### config.mk
export PLATFORM = sky130hd
export DESIGN_NAME = fb_ctrl
export DESIGN_NICKNAME = d
export VERILOG_FILES = /design/src/rtl/fb_ctrl.sv
export SDC_FILE = /design/constraint.sdc
export NUM_CORES = 2
export LEC_CHECK = 0
export CAP_MARGIN = 20
export CORE_AREA = 2 2 506 608
export CTS_CLUSTER_SIZE = 40
export DETAILED_ROUTE_END_ITERATION = 12
export DIE_AREA = 0 0 508 610
export PLACE_DENSITY_LB_ADDON = 0.08
export SYNTH_ARGS = -nofsm -noshare
export SYNTH_HDL_FRONTEND = slang
export SYNTH_SLANG_ARGS = --single-unit
### constraint.sdc
create_clock -name clk -period 6.3 [get_ports clk]
set_input_delay 0.63 -clock clk [delete_from_list [all_inputs] [get_ports clk]]
set_output_delay 0.63 -clock clk [all_outputs]
set_load 0.02 [all_outputs]
### src/rtl/fb_ctrl.sv
// fb_ctrl: framebuffer store with CPU port, clear engine and backpressured scanout
module fb_ctrl #(
  parameter int DATA_W = 8,
  parameter int ADDR_W = 8
) (
  input  logic              clk,
  input  logic              rst,
  input  logic              cpu_we,
  input  logic              cpu_re,
  input  logic [ADDR_W-1:0] cpu_addr,
  input  logic [DATA_W-1:0] cpu_din,
  output logic [DATA_W-1:0] cpu_dout,
  output logic              cpu_rvalid,
  output logic              cpu_wr_drop,
  input  logic              clr_start,
  input  logic [DATA_W-1:0] clr_value,
  output logic              clr_busy,
  input  logic              scan_start,
  output logic              scan_busy,
  output logic [DATA_W-1:0] px_data,
  output logic              px_valid,
  input  logic              px_ready,
  output logic              px_last
);
  localparam int DEPTH = 2**ADDR_W;
  typedef enum logic {C_IDLE, C_RUN} c_state_e;
  typedef enum logic [1:0] {S_IDLE, S_RUN, S_DRAIN} s_state_e;
  c_state_e c_q;
  s_state_e s_q;
  logic [DATA_W-1:0] mem [DEPTH];
  logic [ADDR_W-1:0] clr_addr_q, scan_addr_q, waddr, raddr;
  logic [DATA_W-1:0] clr_val_q, cpu_dout_q, wdata, rdata;
  logic [DATA_W-1:0] fd_q [2];
  logic [1:0]        fl_q, cnt_q, cnt_d;
  logic              wp_q, rp_q, cpu_rvalid_q, cpu_wr_drop_q, we, issue, pop;
  assign clr_busy    = c_q == C_RUN;
  assign scan_busy   = s_q != S_IDLE;
  assign px_valid    = cnt_q != 2'd0;
  assign px_data     = fd_q[rp_q];
  assign px_last     = px_valid & fl_q[rp_q];
  assign cpu_dout    = cpu_dout_q;
  assign cpu_rvalid  = cpu_rvalid_q;
  assign cpu_wr_drop = cpu_wr_drop_q;
  always_comb begin
    we    = clr_busy | cpu_we;
    waddr = clr_busy ? clr_addr_q : cpu_addr;
    wdata = clr_busy ? clr_val_q : cpu_din;
    raddr = cpu_re ? cpu_addr : scan_addr_q;
    rdata = mem[raddr];
    pop   = px_valid & px_ready;
    issue = s_q == S_RUN && !cpu_re && (cnt_q != 2'd2 || pop);
    cnt_d = cnt_q + 2'(issue) - 2'(pop);
  end
  always_ff @(posedge clk) begin
    if (we) mem[waddr] <= wdata;
  end
  always_ff @(posedge clk) begin
    if (rst) begin
      c_q           <= C_IDLE;
      s_q           <= S_IDLE;
      clr_addr_q    <= '0;
      scan_addr_q   <= '0;
      clr_val_q     <= '0;
      cpu_dout_q    <= '0;
      cpu_rvalid_q  <= 1'b0;
      cpu_wr_drop_q <= 1'b0;
      fd_q          <= '{default: '0};
      fl_q          <= '0;
      wp_q          <= 1'b0;
      rp_q          <= 1'b0;
      cnt_q         <= '0;
    end else begin
      cpu_rvalid_q  <= cpu_re;
      cpu_wr_drop_q <= cpu_we & clr_busy;
      if (cpu_re) cpu_dout_q <= rdata;
      if (c_q == C_IDLE) begin
        if (clr_start) begin
          c_q        <= C_RUN;
          clr_addr_q <= '0;
          clr_val_q  <= clr_value;
        end
      end else if (&clr_addr_q) c_q <= C_IDLE;
      else clr_addr_q <= clr_addr_q + ADDR_W'(1);
      if (s_q == S_IDLE && scan_start) begin
        s_q         <= S_RUN;
        scan_addr_q <= '0;
      end
      if (issue) begin
        fd_q[wp_q] <= rdata;
        fl_q[wp_q] <= &scan_addr_q;
        wp_q       <= ~wp_q;
        if (&scan_addr_q) s_q <= S_DRAIN;
        else scan_addr_q <= scan_addr_q + ADDR_W'(1);
      end
      if (pop) rp_q <= ~rp_q;
      if (s_q == S_DRAIN && pop && fl_q[rp_q]) s_q <= S_IDLE;
      cnt_q <= cnt_d;
    end
  end
endmodule

==> impl_metrics.ini <==
[status]
status = complete, no violations

[global_routing]
grt_pass1_wl_um = 579000
grt_start_max_net_pins = 172
grtUsageMet1_pct = 35.9
grt_busiest_layer = met2
grt_pass1_vias = 64232
grt_usage_pct = 27.0
grt-ovfl-total = 0
grtUsageMet3_pct = 4.09
use_met2_pct = 43.8
grt_antenna_before_repair = 37

[routing]
vias_per_cell = 5.90
drc = 0
vias = 67318
drtPass1Iterations = 6
drtIter0Drc = 8407
wl_per_cell_um = 37.7
routed_wl_um = 430000
final_antenna_net_count = 0

[timing]
slew_violations = 0
slew_headroom_pct = 12.1
holdWs_ns = 0.241
fmax_mhz = 195
tightestPinTransition_ns = 1.32
setup_viol = 0
fin_tns_setup_ns = 0
fin_worst_skew_ns = 0.0723
rsz0062_at_grt = false
finalCritPeriodShare_pct = 81.4
hold_viol = 0
finalCriticalPeriod_ns = 5.13

[synth]
synth_common_cells = edfxtp_1 (2048), a21oi_1 (747), nor2_1 (667)
synth_fa_ha_area_share_pct = 0.0552
yosysSeqAreaShare_pct = 69.1
synth_top_family_by_area = compound AO/OA/AOI/OAI gates
synth_top_area_share_pct = 67.8
syn_avg_cell_area_um2 = 12.8
synth_top_flop_cell = edfxtp_1
synth-edff-count = 2048
synth_seq_cells = 2107
synth_xor_area_share_pct = 0.0386
synth_area_leaders = edfxtp_1 (68%), a21oi_1 (4.1%), o21ai_0 (3.5%), nor2_1 (2.8%), a211oi_1 (2.6%)
async_reset_ff_share_pct = 0
netlist-cell-type-count = 98
ys_warn_count = 0
synth_top_area_cell = edfxtp_1
synth-compound-area-share_pct = 19.8
syn_nets = 7115
netlist_area_um2 = 90700
yosys.cell_count.top_type = edfxtp_1
muxShareOfSynthArea_pct = 0.465
synth-simple-area-share_pct = 7.30
syn_inst = 7080

[placement]
routabilityCongestion = 0.883
dpl.hpwl_um = 270000
dp_cells = 10983
portBuffers = 52

[cts]
cts_setup_buffers = 0
htree_levels = 4
cts_tree = done
clk_path_buf_depth = 4
ctsResizeCount = 0
cts_root_buffer = clkbuf_16
ctsHoldBuffers = 0
path_clk_slew_ns = 0.06
cts_buffers = 229
clock_latency_ns = 0.95
cts.sinks = 2107

[cells_and_area]
final_cells = 11417
area_growth_pct = 15.9
drive_above_1_share_pct = 11.7
final_util_pct = 34.6
nets = 7219

[setup_path]
r2r-end = fd_q[0]
reg2reg_slack_ns = 1.17
r2r-start = scan_addr_q[0]
cpMaxStageDelayCell = dfxtp_4
end_kind = flop
cp_max_fo = 41
cp_cell_sequence = clkinv_2 > o22ai_4 > buf_4 > o211ai_1 > o211ai_1 > o221ai_1 > a221oi_1 > o211ai_1 > a311oi_1
cp.arrival_ns = 5.96
crit_type = reg -> reg
reg2regPathDepth = 9
crit_top_cell = o211ai_1
slowest_delay_ns = 0.89
required_ns = 7.13
worst_setup_path_start_kind = flop

[power_and_ir_drop]
power_frac_seq_pct = 47.8
p_leak_nw = 32.5
power_mw = 32.8
cellPowerDensity_nw_per_um2 = 312
p_int_mw = 24.2
clockPowerShare_pct = 41.7
p_sw_share_pct = 26.2
combPwrFrac_pct = 10.5
ir_drop_uv = 250
switchingPower_mw = 8.60

[floorplanning]
ios = 53
start_util_pct = 29.8
die_x_um = 508
rows = 222
die_h_um = 610
dieArea_um2 = 310000
fp.coreArea_um2 = 304000

[min_path]
hp-class = in -> reg
hold_end = clr_val_q[2]
holdCritStartpoint = clr_value[2]
whs_path_depth = 3

[job]
maxCapViolations = 0
==> kinds of logic (layout without fill, tap and decap cells) <==
logic type      Yosys count  count (layout)
fa+ha+maj                 4               4
xor+xnor                  4               4
other cells               0              14
buf+inv                 648             939
mux                      35              35
compound gates         2790            2790
simple gates           1492            1492
flops                  2107            2107
==> how the worst max path moves through the flow <==
stage | slack, ns | cells past startpoint | from | end
finish | 1.17 | 9 | scan_addr_q[0] | fd_q[0]
global route | 1.29 | 9 | scan_addr_q[0] | fd_q[0]
CTS | 1.42 | 9 | scan_addr_q[0] | fd_q[7]
detailed placement | 0.95 | 10 | cpu_addr[4] | fd_q[7]
global placement | 0.71 | 10 | cpu_re | cpu_dout[1]
floorplan | 2.32 | 5 | clr_busy | mem[0][3]
==> final cells by class <==
cell class,instances,area [um^2]
fillers,29625,199000
flip-flops and latches,2107,62700
multi-input cells,4325,25500
clock buffers,266,5950
well taps,4032,5040
repair buffers,483,4420
clock inverters,152,1380
inverters,38,146
diodes,14,35.0
==> layout by cell type (no fill, tap or decap), drive strengths merged, types with 20 or more instances in the layout <==
| cell | n |
|---|---|
| a211o | 38 |
| nor2b | 49 |
| bufinv | 26 |
| o22a | 23 |
| clkinv | 123 |
| a211oi | 310 |
| buf | 434 |
| clkbuf | 267 |
| o21ai | 645 |
| o32ai | 47 |
| o211ai | 228 |
| inv | 35 |
| a311oi | 31 |
| a2bb2oi | 147 |
| o22ai | 172 |
| edfxtp | 2048 |
| nand2b | 50 |
| o2bb2ai | 26 |
| o31ai | 26 |
| o2111ai | 51 |
| o221ai | 65 |
| nand3 | 103 |
| clkdlybuf4s50 | 48 |
| nor2 | 668 |
| a21oi | 747 |
| a22oi | 52 |
| a31oi | 41 |
| dfxtp | 59 |
| mux2 | 22 |
| nand3b | 36 |
| nand2 | 424 |
| and2 | 31 |
| nor3 | 26 |
| nand4 | 20 |
==> metrics by stage <==
step	setup WS (ns)	area (um^2)
after global routing	1.29	105000
after detailed placement	0.954	97800
after global placement	0.711	97700
after floorplan	2.32	90700
after CTS	1.42	105000
final	1.17	105000
==> metal layers <==
layer	wire length, um	vias up
met3	30500	705
met4	20600	16
met2	202000	3217
met1	177000	35263
li1	-	28117
met5	111	-
==> flip-flops by register name (all words and copies together), names as in the netlist <==
name         flops
mem           2048
fd_q            16
clr_addr_q       8
clr_val_q        8
cpu_dout         8
scan_addr_q      8
cnt_q            2
fl_q             2
s_q              2
clr_busy         1
cpu_rvalid       1
cpu_wr_drop      1
rp_q             1
wp_q             1
==> power by group through the flow <==
stage | Sequential, mW | Combinational [mW] | Clock (mW)
floorplan | 16.0 | 1.62 | 0
global placement | 16.0 | 3.40 | 0
detailed placement | 16.0 | 3.41 | 0
CTS | 15.7 | 3.41 | 13.9
global route | 15.7 | 3.56 | 14.4
finish | 15.7 | 3.44 | 13.7
==> critical path: cells and delay by family (launching register included) <==
kind | cells | cell delay (ns)
compound gates | 7 | 2.58
buf+inv | 2 | 1.45
flops | 1 | 0.89
Note: power is estimated with default switching activity, not from simulation.
